$ cat src/rtl/divider_pkg.sv
// Shared constants and FSM encoding for the iterative signed divider.
package divider_pkg;
  localparam int unsigned WidthDefault = 32;
  localparam int unsigned Iterations   = 32;
  localparam int unsigned CntWidth     = $clog2(Iterations);

  typedef enum logic [1:0] {
    StIdle,
    StRun,
    StDone
  } state_e;
endpackage

$ cat src/rtl/divider_if.sv
// Start/operand and result signals of the divider, grouped for master and slave sides.
interface divider_if
  import divider_pkg::*;
#(
  parameter int unsigned WIDTH = WidthDefault
) ();
  logic             ctrl_DIV;
  logic [WIDTH-1:0] data_operandA;
  logic [WIDTH-1:0] data_operandB;
  logic [WIDTH-1:0] data_result;
  logic             data_exception;
  logic             data_resultRDY;

  modport master (
    output ctrl_DIV,
    output data_operandA,
    output data_operandB,
    input  data_result,
    input  data_exception,
    input  data_resultRDY
  );

  modport slave (
    input  ctrl_DIV,
    input  data_operandA,
    input  data_operandB,
    output data_result,
    output data_exception,
    output data_resultRDY
  );
endinterface

$ cat src/rtl/cla.sv
// Adder with carries formed from per-bit generate/propagate terms.
module cla #(
  parameter int unsigned WIDTH = 32
) (
  input  logic [WIDTH-1:0] i_a,
  input  logic [WIDTH-1:0] i_b,
  input  logic             i_cin,
  output logic [WIDTH-1:0] o_sum,
  output logic             o_cout
);
  logic [WIDTH-1:0] w_g;
  logic [WIDTH-1:0] w_p;
  logic [WIDTH:0]   w_c;

  assign w_g = i_a & i_b;
  assign w_p = i_a ^ i_b;

  always_comb begin
    w_c    = '0;
    w_c[0] = i_cin;
    for (int i = 0; i < int'(WIDTH); i++) begin
      w_c[i+1] = w_g[i] | (w_p[i] & w_c[i]);
    end
  end

  assign o_sum  = w_p ^ w_c[WIDTH-1:0];
  assign o_cout = w_c[WIDTH];
endmodule

$ cat src/rtl/div_step.sv
// One unsigned restoring shift-subtract iteration: yields the next remainder and one quotient bit.
module div_step #(
  parameter int unsigned WIDTH = 32
) (
  input  logic [WIDTH-1:0] i_rem,
  input  logic             i_bit,
  input  logic [WIDTH-1:0] i_divisor,
  output logic [WIDTH-1:0] o_rem,
  output logic             o_qbit
);
  logic [WIDTH:0] w_shift;
  logic [WIDTH:0] w_diff;
  logic           w_no_borrow;
  logic           w_unused_diff_msb;

  assign w_shift = {i_rem, i_bit};

  // One extra bit so the shifted remainder cannot overflow before the compare.
  cla #(.WIDTH(WIDTH + 1)) u_sub (
    .i_a   (w_shift),
    .i_b   (~{1'b0, i_divisor}),
    .i_cin (1'b1),
    .o_sum (w_diff),
    .o_cout(w_no_borrow)
  );

  assign w_unused_diff_msb = w_diff[WIDTH];
  assign o_qbit            = w_no_borrow;
  assign o_rem             = w_no_borrow ? w_diff[WIDTH-1:0] : w_shift[WIDTH-1:0];
endmodule

$ cat src/rtl/divider.sv
// Signed 32-cycle restoring divider; quotient truncated toward zero, remainder discarded.
module divider
  import divider_pkg::*;
#(
  parameter int unsigned WIDTH = WidthDefault
) (
  input logic      clock,
  input logic      reset,
  divider_if.slave bus
);
  localparam logic [WIDTH-1:0] MinNeg = {1'b1, {(WIDTH - 1){1'b0}}};

  state_e              r_state;
  logic [CntWidth-1:0] r_cnt;
  logic [WIDTH-1:0]    r_dvd;
  logic [WIDTH-1:0]    r_dvs;
  logic [WIDTH-1:0]    r_rem;
  logic [WIDTH-2:0]    r_quot;
  logic                r_neg;
  logic                r_div_zero;
  logic                r_ovf;
  logic [WIDTH-1:0]    r_result;
  logic                r_exc;
  logic                r_rdy;

  logic [WIDTH-1:0] w_a_neg, w_b_neg, w_a_mag, w_b_mag;
  logic [WIDTH-1:0] w_rem_next, w_quot_next, w_quot_neg, w_final;
  logic             w_qbit, w_b_zero, w_ovf;
  logic             w_unused_cout_a, w_unused_cout_b, w_unused_cout_q;

  cla #(.WIDTH(WIDTH)) u_neg_a (
    .i_a   (~bus.data_operandA),
    .i_b   ('0),
    .i_cin (1'b1),
    .o_sum (w_a_neg),
    .o_cout(w_unused_cout_a)
  );

  cla #(.WIDTH(WIDTH)) u_neg_b (
    .i_a   (~bus.data_operandB),
    .i_b   ('0),
    .i_cin (1'b1),
    .o_sum (w_b_neg),
    .o_cout(w_unused_cout_b)
  );

  // Negating 0x80000000 wraps to itself, which is the correct unsigned 2^31 magnitude.
  assign w_a_mag  = bus.data_operandA[WIDTH-1] ? w_a_neg : bus.data_operandA;
  assign w_b_mag  = bus.data_operandB[WIDTH-1] ? w_b_neg : bus.data_operandB;
  assign w_b_zero = (bus.data_operandB == '0);
  assign w_ovf    = (bus.data_operandA == MinNeg) && (bus.data_operandB == '1);

  div_step #(.WIDTH(WIDTH)) u_step (
    .i_rem    (r_rem),
    .i_bit    (r_dvd[WIDTH-1]),
    .i_divisor(r_dvs),
    .o_rem    (w_rem_next),
    .o_qbit   (w_qbit)
  );

  assign w_quot_next = {r_quot, w_qbit};

  cla #(.WIDTH(WIDTH)) u_neg_q (
    .i_a   (~w_quot_next),
    .i_b   ('0),
    .i_cin (1'b1),
    .o_sum (w_quot_neg),
    .o_cout(w_unused_cout_q)
  );

  always_comb begin
    w_final = r_neg ? w_quot_neg : w_quot_next;
    if (r_div_zero) begin
      w_final = '0;
    end else if (r_ovf) begin
      w_final = MinNeg;
    end
  end

  always_ff @(posedge clock) begin
    if (reset) begin
      r_state    <= StIdle;
      r_cnt      <= '0;
      r_dvd      <= '0;
      r_dvs      <= '0;
      r_rem      <= '0;
      r_quot     <= '0;
      r_neg      <= 1'b0;
      r_div_zero <= 1'b0;
      r_ovf      <= 1'b0;
      r_result   <= '0;
      r_exc      <= 1'b0;
      r_rdy      <= 1'b0;
    end else begin
      r_rdy <= 1'b0;
      // A start pulse in any state aborts whatever is in flight.
      if (bus.ctrl_DIV) begin
        r_state    <= StRun;
        r_cnt      <= '0;
        r_dvd      <= w_a_mag;
        r_dvs      <= w_b_mag;
        r_rem      <= '0;
        r_quot     <= '0;
        r_neg      <= bus.data_operandA[WIDTH-1] ^ bus.data_operandB[WIDTH-1];
        r_div_zero <= w_b_zero;
        r_ovf      <= w_ovf;
      end else begin
        case (r_state)
          StRun: begin
            r_dvd  <= {r_dvd[WIDTH-2:0], 1'b0};
            r_rem  <= w_rem_next;
            r_quot <= w_quot_next[WIDTH-2:0];
            r_cnt  <= r_cnt + 1'b1;
            if (r_cnt == CntWidth'(Iterations - 1)) begin
              r_state  <= StDone;
              r_result <= w_final;
              r_exc    <= r_div_zero | r_ovf;
              r_rdy    <= 1'b1;
            end
          end
          StDone:  r_state <= StIdle;
          default: r_state <= StIdle;
        endcase
      end
    end
  end

  assign bus.data_result    = r_result;
  assign bus.data_exception = r_exc;
  assign bus.data_resultRDY = r_rdy;
endmodule

$ cat src/flat_wrapper.sv
// flat-port wrapper written by rule: the top's interface ports become plain ports
module divider_flat import divider_pkg::*;
#(
  parameter int unsigned WIDTH = WidthDefault
)
  (clock, reset, bus_ctrl_DIV, bus_data_operandA, bus_data_operandB, bus_data_result, bus_data_exception, bus_data_resultRDY);
  divider_if #(.WIDTH(WIDTH)) bus_i ();
  input logic clock;
  input logic reset;
  input wire logic [$bits(bus_i.ctrl_DIV)-1:0] bus_ctrl_DIV;
  input wire logic [$bits(bus_i.data_operandA)-1:0] bus_data_operandA;
  input wire logic [$bits(bus_i.data_operandB)-1:0] bus_data_operandB;
  output wire logic [$bits(bus_i.data_result)-1:0] bus_data_result;
  output wire logic [$bits(bus_i.data_exception)-1:0] bus_data_exception;
  output wire logic [$bits(bus_i.data_resultRDY)-1:0] bus_data_resultRDY;
  assign bus_i.ctrl_DIV = bus_ctrl_DIV;
  assign bus_i.data_operandA = bus_data_operandA;
  assign bus_i.data_operandB = bus_data_operandB;
  assign bus_data_result = bus_i.data_result;
  assign bus_data_exception = bus_i.data_exception;
  assign bus_data_resultRDY = bus_i.data_resultRDY;
  divider #(.WIDTH(WIDTH)) u_core (.clock(clock), .reset(reset), .bus(bus_i));
endmodule
$ cat config.mk
export PLATFORM = sky130hd
export DESIGN_NAME = divider_flat
export DESIGN_NICKNAME = d
export VERILOG_FILES = /design/src/rtl/divider_pkg.sv /design/src/rtl/divider_if.sv /design/src/rtl/cla.sv /design/src/rtl/div_step.sv /design/src/rtl/divider.sv /design/src/flat_wrapper.sv
export SDC_FILE = /design/constraint.sdc
export NUM_CORES = 1
export LEC_CHECK = 0
export BUFFER_PORTS_ARGS = -buffer_cell sky130_fd_sc_hd__buf_2
export CORE_MARGIN = 1
export CORE_UTILIZATION = 47
export DETAILED_ROUTE_END_ITERATION = 10
export PLACE_DENSITY = 0.68
export RECOVER_POWER = 100
export SKIP_LAST_GASP = 1
export SLEW_MARGIN = 10
export SYNTH_ARGS = -nofsm -noshare
export SYNTH_HDL_FRONTEND = slang
export SYNTH_SLANG_ARGS = --single-unit
export TNS_END_PERCENT = 100
$ cat constraint.sdc
create_clock -name clock -period 63.2 [get_ports clock]
set_clock_uncertainty 0.15 [all_clocks]
set_input_delay 3.16 -clock clock [delete_from_list [all_inputs] [get_ports clock]]
set_output_delay 3.16 -clock clock [all_outputs]
set_load 0.02 [all_outputs]
Word-level counts from Yosys, hierarchy flattened
Index checks and enable logic that the tools add are counted.

word-level totals
  register bits = 171
  input bits = 67
  output and inout bits = 34
  logic and storage cells = 206

cells by class
  add/subtract/negate cells = 1
  equal/unequal tests = 5
  mux-type cells = 12
  bitwise logic cells = 169
  reduce and logical (&&, ||, !) cells = 6

operator list
  operator                                       number
  two-way mux 32 bit                             8
  XOR 32 bit                                     4
  AND 1 bit                                      122
  inverter 32 bit                                3
  == test 32 bit, second input constant          2
  bitwise OR 1 bit                               34
  AND 33 bit                                     1
  inverter 32 -> 33 bit                          1
  XOR 33 bit                                     1
  zero test 32 bit                               1
  adder 5 x 1 -> 5 bit, second input constant    1
  == test 5 bit, second input constant           1
  two-way mux 1 bit                              4
  != test 3 x 2 -> 1 bit, second input constant  1
  AND reduction 3 bit                            1
  OR reduction 3 bit                             1
  == test 2 x 1 -> 1 bit, second input constant  1
  inverter 1 bit                                 2
  nonzero test 2 bit                             1
  OR reduction 2 bit                             1
  logical AND 1 bit                              1
  XOR 1 bit                                      1

Depth between registers and ports, before layout
Gate-level depths: netlist of the first run.

  depth in word-level cells = 102
  depth in mapped cells = 71
  gate-level depth less buffers = 70

Modules after synthesis
From an unflattened synthesis of the first run, not the netlist that was laid out.

unflattened totals
  cells, all modules = 1202
  area total of the unflattened synthesis = 11079.4 sq um

modules (own cells, without submodules)
  module                      times used  cells each  area an instance (sq um)  sequential area each (sq um)
  divider                     1           964         7678.6                    3423.3
  cla at u_core.u_neg_a ...   3           42          678.2                     0.0
  cla at u_core.u_step.u_sub  1           43          698.2                     0.0
  div_step                    1           69          668.1                     0.0

Least setup slack after synthesis of the first run
Ideal clock, no wire load.

  path kind = reg-to-reg
  start point = register u_core.r_dvd[31]
  end point = register u_core.r_result[31] (netlist: u_core.bus.data_result[31])
  setup time = 120 ps
  arrival = 20818 ps
  data required time = 62930 ps
  slack = 42111 ps
  cell stages (with the launch flop) = 72
  path buffers = 1
  period minus slack after synthesis = 21089 ps
  path through = dfxtp_1 -> inv_1 -> ha_1 -> fa_1 -> fa_1 -> fa_1 -> fa_1 -> fa_1 -> fa_1 -> fa_1 -> fa_1 -> fa_1 -> fa_1 -> fa_1 -> fa_1 -> fa_1 -> fa_1 -> fa_1 -> [... 36 more ...] -> ha_1 -> ha_1 -> ha_1 -> ha_1 -> ha_1 -> ha_1 -> ha_1 -> ha_1 -> ha_1 -> ha_1 -> ha_1 -> ha_1 -> ha_1 -> ha_1 -> nand2b_1 -> xnor2_1 -> o21ai_0 -> o31ai_2

on the way
  longest elaborated chain between the ends = 101
  elaborated cells on any way between the ends = 102
  those cells by class = mux: 3; bitwise: 99

RTL lines
  item                                      RTL line              RTL
  start, declared                           divider.sv:15         logic [WIDTH-1:0] r_dvd;
  start signal, assigned                    divider.sv:100        r_dvd <= w_a_mag;
  start signal, assigned                    divider.sv:110        r_dvd <= {r_dvd[WIDTH-2:0], 1'b0};
  AND 33 bit or XOR 33 bit (tied branches)  cla.sv:15, cla.sv:16
  bitwise OR 1 bit *                        cla.sv:22             w_c[i+1] = w_g[i] | (w_p[i] & w_c[i]);
  AND 1 bit *                               cla.sv:22
  bitwise OR 1 bit *                        cla.sv:22
  AND 1 bit *                               cla.sv:22
  bitwise OR 1 bit *                        cla.sv:22
  AND 1 bit *                               cla.sv:22
  bitwise OR 1 bit *                        cla.sv:22
  [... 56 more ...]                         -
  AND 1 bit *                               cla.sv:22
  bitwise OR 1 bit *                        cla.sv:22
  inverter 32 bit *                         divider.sv:64         .i_a (~w_quot_next),
  AND 1 bit * (30 in series)                cla.sv:22
  XOR 32 bit *                              cla.sv:26             assign o_sum = w_p ^ w_c[WIDTH-1:0];
  two-way mux 32 bit *                      divider.sv:72         w_final = r_neg ? w_quot_neg : w_quot_next;
  two-way mux 32 bit *                      divider.sv:75         end else if (r_ovf) begin
  two-way mux 32 bit *                      divider.sv:73         if (r_div_zero) begin
  end signal, assigned                      divider.sv:116        r_result <= w_final;
  end, declared                             divider.sv:22         logic [WIDTH-1:0] r_result;

Every way passes the cells marked *; elsewhere a longest branch is shown, timed or not.
A chain may end at the register's enable or synchronous reset.

Worst setup path after layout of the first run
Same ends and word-level chain as after synthesis.

==> impl_metrics.tcl, run 1 <==
set metrics [dict create \
    synth_mux_area_frac 0.0599 \
    synth_common_cells "171 x dfxtp_1, 162 x nand2_1, 127 x inv_1" \
    root_buffer "clkbuf_16" \
    ir_worst_vdd_uv 15.4 \
    track_usage 0.200 \
    ys_async_sr_fraction 0 \
    cts.sinks 171 \
    topRoutingLayerUsed "met4" \
    dpl-instance-area_sq_um 10600 \
    nets 1379 \
    synthCells 1146 \
    io_pins 101 \
    avgRoutedWirePerCell_um 14.2 \
    portBuffers 100 \
    rsz0062_at_grt "no" \
    hold_viol_final 0 \
    drv_cap 6 \
    num_rows 53 \
    synth_top_area_frac 0.336 \
    synthAdderAreaFrac 0.176 \
    synth_top_family_by_area "compound AO/OA/AOI/OAI gates" \
    holdBufCountCts 0 \
    antenna_found_initial 1 \
    ys_top_cells_by_area "dfxtp_1 34%, ha_1 12%, a211oi_1 6.9%" \
    area_growth_pct 9.08 \
    cpPeakStageDelay_ps 2260 \
    cts_setup_buffers 0 \
    grt_pass1_vias 7446 \
    clockBufferDepth 2 \
    violations "capacitance limit, slew limit" \
    routed_wl_um 21000 \
    p_leak_nw 4.29 \
    status "finished, violations left" \
    crit_type "flip-flop to flip-flop" \
    overflow 0 \
    synth.avg_cell_area_sq_um 8.90 \
    cts_tree "done" \
    viasPerCell 5.33 \
    die_h_um 149 \
    dieArea_sq_um 22300 \
    hp-class "flip-flop to flip-flop" \
    diodes 0 \
    seq_area_frac_synth 0.336 \
    insertion_delay_ps 430 \
    placeableCoreArea_sq_um 21200 \
    synth_compound_area_frac 0.182 \
    cts_htree_levels 4 \
    grt_max_degree 84 \
    via_count 7867 \
    floorplan.initialDensity 0.482 \
    yosys.area.top_type "dfxtp_1" \
    yosysUniqueCellTypes 42 \
    grt_pass1_wl_um 35700 \
    fillers 2021 \
    cts_buffers 17 \
    power.density_nw_per_um2 22.1 \
    fin_ws_ps 38780 \
    wl_met2_um 9930 \
    slew_violations 344 \
    synthesis.nets 1338 \
    ys_warn_count 0 \
    drive_above_1_share 0.138 \
    cp_num_buf_inv 3 \
    ys_ff_latch 171 \
    final_area_sq_um 11100 \
    post-route-period-util 0.386 \
    ys.flop_type "dfxtp_1" \
    endpoint_kind "flip-flop" \
    arrival_ps 24500 \
    die_x_um 149 \
    critPathLaunchType "flip-flop" \
    hold_slack_ps 305 \
    drtIter0Drc 427 \
    clk_pin_slew_ps 60 \
    crit_family "adder cells" \
    cts.repair.resized 0 \
    synth-simple-area-share 0.145 \
    pre_cts_slack_ps 40430 \
    met3_wirelength_um 782 \
    relSlewSlack -1.37 \
    ant_nets 0 \
    worst_ep_required_time_ps 63290 \
    dpl.hpwl_um 14400 \
    synth_xor_area_frac 0.00429 \
    synth_edf_count 0 \
    worstMarginPinSlew_ps 3560 \
    synth_area_sq_um 10200 \
    dr.pass1.iters 4 \
    slowest_stage "or2_0" \
    gp_congestion 0.834 \
    fin_crit_ps 24420 \
    critPathMaxFanout 64 \
    drc 0 \
    fmax_mhz 41.0 \
    met1_length_um 9870 \
    setup_viol 0 \
    yosysMostFrequentCell "dfxtp_1" \
    setup_tns_ps 0 \
]
[cell usage in the layout (no fill, tap or decap), types with 4 or more instances in the layout]
cell type  netlist  routed
a22oi_2         29      29
dfxtp_1        171     171
ha_1            94      94
clkbuf_16        0      17
nor2_2          29      29
nor2_1          45      45
o211ai_1        31      31
inv_1          127     127
nand2_1        162     162
nor4_1          15      15
buf_4           11       6
and2_1          29      29
a211oi_1        94      94
nand4_1         10      10
fa_1            31      31
a21oi_2          5       4
o21ai_0         32      32
mux2i_1         61      61
clkbuf_1        32      41
a21oi_1         62      63
clkbuf_8         0       4
clkinv_2         0       4
buf_2           28      62
[state kept, by name, summed over array words and instances, names as in the netlist]
signal / count
u_core.r_rem: 32
u_core.r_state: 2
u_core.bus.data_result: 32
u_core.bus.data_resultRDY: 1
u_core.r_div_zero: 1
u_core.r_dvs: 32
u_core.r_neg: 1
u_core.r_ovf: 1
u_core.r_dvd: 32
u_core.bus.data_exception: 1
u_core.r_quot: 31
u_core.r_cnt: 5
[per-stage QoR]
stage          total power, mW   util  std cells
6_report                 0.246  0.526       1475
5_1_grt                  0.256  0.526       1475
4_1_cts                  0.248  0.530       1475
3_5_place_dp             0.142  0.501       1443
3_3_place_gp             0.142  0.501       1443
2_1_floorplan            0.135      -       1146
[worst paths after layout]
kind / from / depth (start not counted) / endpoint / slack [ps]
max: u_core.r_dvd[31] / 70 / u_core.bus.data_result[31] / 38780
min: u_core.r_quot[0] / 2 / u_core.r_quot[1] / 310
max reg2reg: u_core.r_dvd[31] / 70 / u_core.bus.data_result[31] / 38780
min reg2reg: u_core.r_quot[0] / 2 / u_core.r_quot[1] / 310
[worst min-delay path, cell delays in order (launching register included)]
cell and delay (ps):
dfxtp_1 310, nand2_1 50, a21oi_1 50
[kinds of logic after synthesis]
kind of cell	after synthesis
simple gates	313
flops	171
compound gates	258
xor+xnor	5
fa+ha+maj	125
mux	61
buf+inv	213
[routing by layer]
| metal | GRT usage | up-vias |
|---|---|---|
| li1 | - | 4005 |
| met3 | 0.0361 | 30 |
| met5 | 0 | - |
| met1 | 0.254 | 3699 |
| met4 | 0.0735 | 0 |
| met2 | 0.338 | 133 |
[report_power, final]
group          internal [mW]  total, mW  switching, mW
Combinational         0.0104     0.0267         0.0163
Clock                 0.0623      0.105         0.0431
Sequential             0.111      0.113        0.00223
Total                  0.184      0.246         0.0617
[cell type report]
cell class                 instances  area, sq um  area share
clock buffer                      22          484      0.0435
clock inverter                    10          113      0.0101
inverter                         127          477      0.0429
multi-input combinational        762         5780       0.519
sequential                       171         3420       0.308
tap                              275          344      0.0309
timing repair buffer             108          505      0.0454
No activity file was read; power rests on OpenSTA's default activity.
==> inputs of run 2 (changes only) <==
==> constraint.sdc (replaced) <==
create_clock -name clock -period 22.5 [get_ports clock]
set_clock_uncertainty 0.15 [all_clocks]
set_input_delay 1.125 -clock clock [delete_from_list [all_inputs] [get_ports clock]]
set_output_delay 1.125 -clock clock [all_outputs]
set_load 0.02 [all_outputs]
==> run 2 against run 1 <==
- the run still ends with capacitance limit, slew limit left
- clock power increased to 2.7 times the previous value
- critical endpoint unchanged
- worst setup slack got worse by 38000 ps
- final cell count about the same
- largest cell class unchanged
- clock-buffer cell count decreased by 2
==> impl_metrics.tcl, run 2 (synthesis gave the netlist of run 1 again) <==
set metrics [dict create \
    cts_buffers 17 \
    path_common_cell "ha_1" \
    overflow 0 \
    cts_tree "done" \
    setup_viol 0 \
    endpoint_kind "flip-flop" \
    cpPeakStageDelay_ps 480 \
    dr.pass1.iters 4 \
    num_rows 53 \
    setup_tns_ps 0 \
    critPathLaunchType "flip-flop" \
    power.density_nw_per_um2 60.9 \
    insertion_delay_ps 430 \
    holdPathStages 2 \
    io_pins 101 \
    final_area_sq_um 11100 \
    diodes 0 \
    grt_max_degree 72 \
    post_layout_nonfiller_instances 1476 \
    mostFrequentLayoutCells "171 x dfxtp_1, 162 x nand2_1, 127 x inv_1" \
    root_buffer "clkbuf_16" \
    clk_pin_slew_ps 70 \
    drive_above_1_share 0.141 \
    cts.sinks 171 \
    portBuffers 100 \
    die_x_um 149 \
    fin_crit_ps 21550 \
    cts_setup_buffers 0 \
    violations "capacitance limit, slew limit" \
    clockBufferDepth 2 \
    critPathMaxFanout 3 \
    fmax_mhz 46.4 \
    nets 1380 \
    avgRoutedWirePerCell_um 14.3 \
    reg2reg_to "u_core.bus.data_result[31]" \
    cts_htree_levels 4 \
    regToRegSetupSlack_ps 950 \
    area_growth_pct 8.97 \
    rr_startpoint "u_core.r_dvd[31]" \
    gp_congestion 0.810 \
    routed_wl_um 21000 \
    crit_type "flip-flop to flip-flop" \
    worst_ep_required_time_ps 22680 \
    ant_nets 0 \
    dieArea_sq_um 22300 \
    relSlewSlack -1.16 \
    arrival_ps 21730 \
    via_count 7827 \
    status "finished, violations left" \
    slew_violations 304 \
    worstRegToRegCells 70 \
    crit_end "u_core.bus.data_result[31]" \
    hp-class "flip-flop to flip-flop" \
    cp-startpoint "u_core.r_dvd[31]" \
    floorplan.initialDensity 0.482 \
    dpl-instance-area_sq_um 10600 \
    worstMarginPinSlew_ps 3240 \
    drc 0 \
    antenna_found_initial 0 \
    post-route-period-util 0.958 \
    grt_pass1_vias 7577 \
    hold_viol_final 0 \
    drv_cap 5 \
    die_h_um 149 \
    slowest_stage "fa_1" \
    track_usage 0.202 \
    dpl.hpwl_um 14400 \
    dp_cells 1444 \
    hold_slack_ps 307 \
    viasPerCell 5.30 \
    final_common_cell "dfxtp_1" \
    placeableCoreArea_sq_um 21200 \
    grt_pass1_wl_um 36300 \
    drtIter0Drc 378 \
    rsz0062_at_grt "no" \
    ir_worst_vdd_uv 37.5 \
    p_leak_nw 4.27 \
]
run 2: per-layer routing:
metal  track usage  vias to the layer above  share of wire
met3        0.0306                       29          0.029
li1              -                     4010              -
met4        0.0724                        0          0.020
met5             0                        -              0
met1         0.262                     3670           0.48
met2         0.338                      118           0.47
run 2: how the worst min path moves through the flow:
stage	from	end	slack (ps)
3_3_place_gp	u_core.r_quot[0]	u_core.r_quot[1]	290
4_1_cts	u_core.r_quot[0]	u_core.r_quot[1]	310
5_1_grt	u_core.r_quot[23]	u_core.r_quot[23]	340
6_report	u_core.r_quot[0]	u_core.r_quot[1]	310
3_5_place_dp	u_core.r_quot[0]	u_core.r_quot[1]	290
2_1_floorplan	u_core.r_quot[0]	u_core.r_quot[1]	280
run 2: worst max-delay path, delay by kind of cell, from the launching register on:
family | cells | cell delay [ps]
AO/OA/AOI/OAI | 2 | 270
XOR/XNOR | 1 | 170
adder cells (fa/ha/maj) | 62 | 20050
buffers and inverters | 3 | 220
flip-flops | 1 | 330
AND/OR/NAND/NOR | 2 | 270
run 2: area by class of cell:
| cell class | count | area [sq um] |
|---|---|---|
| Fill cell | 1994 | 10000 |
| Multi-Input combinational cell | 762 | 5790 |
| Sequential cell | 171 | 3420 |
| Timing Repair Buffer | 109 | 510 |
| Inverter | 127 | 477 |
| Clock buffer | 20 | 447 |
| Tap cell | 275 | 344 |
| Clock inverter | 12 | 116 |
run 2: per-stage QoR:
step	setup slack [ps]	util	total power [mW]
finish	953	0.525	0.676
global route	13.4	0.525	0.707
CTS	583	0.528	0.682
detailed placement	641	0.502	0.400
global placement	923	0.502	0.398
floorplan	1410	-	0.380
run 2: power breakdown:
group	total [mW]	switching, mW	internal [mW]
clock network	0.283	0.127	0.156
registers	0.318	0.00616	0.312
logic	0.0750	0.0459	0.0291
total	0.676	0.179	0.497
run 2: timing repair:
item                                    4_1_cts  5_1_grt
hold buffers                                  0        0
resized for setup                             0        3
hold endpoints to repair                      0        0
endpoints found under the setup margin        0        2
==> inputs of run 3 (changes only) <==
--- a/config.mk
+++ b/config.mk
@@ -6,7 +6,7 @@
 export NUM_CORES = 1
 export LEC_CHECK = 0
 export BUFFER_PORTS_ARGS = -buffer_cell sky130_fd_sc_hd__buf_2
-export CORE_MARGIN = 1
+export CORE_MARGIN = 3
 export CORE_UTILIZATION = 47
 export DETAILED_ROUTE_END_ITERATION = 10
 export PLACE_DENSITY = 0.68
==> run 3 against run 2 <==
- non-clock buffer count is the same
- worst setup slack lost 120 ps
- sequential share of layout area is essentially flat
- routed wire length shrank 0.47%
- die area grew 5.4%
- final cell count is the same
- the run still ends with capacitance limit, slew limit left
- sequential cell count is the same
- largest power group unchanged
- clock-buffer cell count shrank 1
- highest routed layer unchanged
- critical endpoint unchanged
==> impl_metrics.tcl, run 3 (synthesis gave the netlist of run 1 again) <==
set metrics [dict create \
    worstMarginPinSlew_ps 3490 \
    nets 1380 \
    num_rows 53 \
    slew_violations 379 \
    cts_tree "done" \
    drv_cap 6 \
    crit_family "adder cells" \
    clk_pin_slew_ps 60 \
    io_pins 101 \
    seqCellArea_sq_um 3420 \
    cts.sinks 171 \
    holdPathStages 2 \
    status "finished, violations left" \
    dpl-instance-area_sq_um 10600 \
    slowest_stage "fa_1" \
    overflow 0 \
    worst_ep_required_time_ps 22680 \
    floorplan.initialDensity 0.482 \
    ant_nets 0 \
    area_growth_pct 8.93 \
    placeableCoreArea_sq_um 21200 \
    worstRegToRegCells 70 \
    rr_startpoint "u_core.r_dvd[31]" \
    fin_crit_ps 21670 \
    fmax_mhz 46.2 \
    final_common_cell "dfxtp_1" \
    critPathMaxFanout 3 \
    insertion_delay_ps 420 \
    endpoint_kind "flip-flop" \
    hp-class "flip-flop to flip-flop" \
    critPathLaunchType "flip-flop" \
    dpl.hpwl_um 14400 \
    drc 0 \
    die_h_um 153 \
    die_x_um 153 \
    power.density_nw_per_um2 60.6 \
    p_leak_nw 4.26 \
    rsz0062_at_grt "no" \
    post-route-period-util 0.963 \
    cpPeakStageDelay_ps 480 \
    portBuffers 100 \
    routed_wl_um 20900 \
    via_count 7803 \
    antenna_found_initial 0 \
    grt_pass1_vias 7317 \
    cts_buffers 17 \
    setup_viol 0 \
    relSlewSlack -1.32 \
    grt_pass1_wl_um 35400 \
    avgRoutedWirePerCell_um 14.2 \
    drive_above_1_share 0.140 \
    root_buffer "clkbuf_16" \
    diodes 0 \
    violations "capacitance limit, slew limit" \
    final_area_sq_um 11100 \
    setup_tns_ps 0 \
    arrival_ps 21840 \
    clockBufferDepth 2 \
    multiInputGateArea_sq_um 5790 \
    drtIter0Drc 417 \
    reg2reg_to "u_core.bus.data_result[31]" \
    dr.pass1.iters 5 \
    path_common_cell "ha_1" \
    gp_congestion 0.827 \
    mostFrequentLayoutCells "171 x dfxtp_1, 162 x nand2_1, 127 x inv_1" \
    cp_num_buf_inv 3 \
    grt_max_degree 86 \
    crit_type "flip-flop to flip-flop" \
    cts_htree_levels 4 \
    viasPerCell 5.29 \
    hold_start "u_core.r_quot[0]" \
    fillers 1936 \
    regToRegSetupSlack_ps 830 \
    ir_worst_vdd_uv 39.2 \
    dieArea_sq_um 23500 \
    hold_viol_final 0 \
    track_usage 0.179 \
    worstHoldEndpoint "u_core.r_quot[1]" \
]
==> run 3: changes by cell type in the layout (fill, tap and decap cells not counted), moves of 2 or more <==
cell      change
and2_0       +10
clkinv_4      +2
inv_6         -2
and2_1       -10
==> run 3: where the power goes <==
group | switching, mW | leakage [nW] | internal, mW
clock | 0.125 | 0.262 | 0.156
sequential | 0.00599 | 1.39 | 0.312
combinational | 0.0457 | 2.60 | 0.0291
==> run 3: area by class of cell <==
class,count,area share
clock buffer,19,0.0399
clock inverter,13,0.0109
inverter,127,0.0429
multi-input combinational,762,0.522
sequential,171,0.308
tap,275,0.0310
timing repair buffer,109,0.0456
==> run 3: how the worst max path moves through the flow <==
stage	slack, ps	start	end	depth (start not counted)
finish	830	u_core.r_dvd[31]	u_core.bus.data_result[31]	70
global route	10	u_core.r_dvd[31]	u_core.bus.data_result[31]	70
CTS	570	u_core.r_dvd[31]	u_core.bus.data_result[31]	70
detailed placement	640	u_core.r_dvd[31]	u_core.bus.data_result[31]	70
global placement	870	u_core.r_dvd[31]	u_core.bus.data_result[31]	70
floorplan	1410	u_core.r_dvd[31]	u_core.bus.data_result[31]	71
==> run 3: metrics by stage <==
stage	std cells	util	setup WS (ps)	hold WS (ps)	total power, mW
2_1_floorplan	1146	-	1410	282	0.380
3_3_place_gp	1444	0.502	868	295	0.398
3_5_place_dp	1444	0.502	644	305	0.400
4_1_cts	1476	0.528	572	309	0.681
5_1_grt	1476	0.525	10.4	336	0.705
6_report	1476	0.525	835	310	0.674
==> run 3: repair_timing <==
action / in CTS / in global routing
endpoints found under the setup margin: 0 / 1
gates resized for setup: 0 / 2
setup buffers: 0 / 0
hold buffers: 0 / 0
==> run 3: routing by layer <==
layer,vias up,GRT usage,routed length (um)
li1,4003,-,-
met3,35,0.0354,971
met2,163,0.289,9700
met5,-,0,0
met4,0,0.0577,391
met1,3602,0.241,9870
==> run 3: tightest hold or removal path, stage by stage (launching register included) <==
cell,delay (ps)
dfxtp_1,310
nand2_1,50
a21oi_1,50
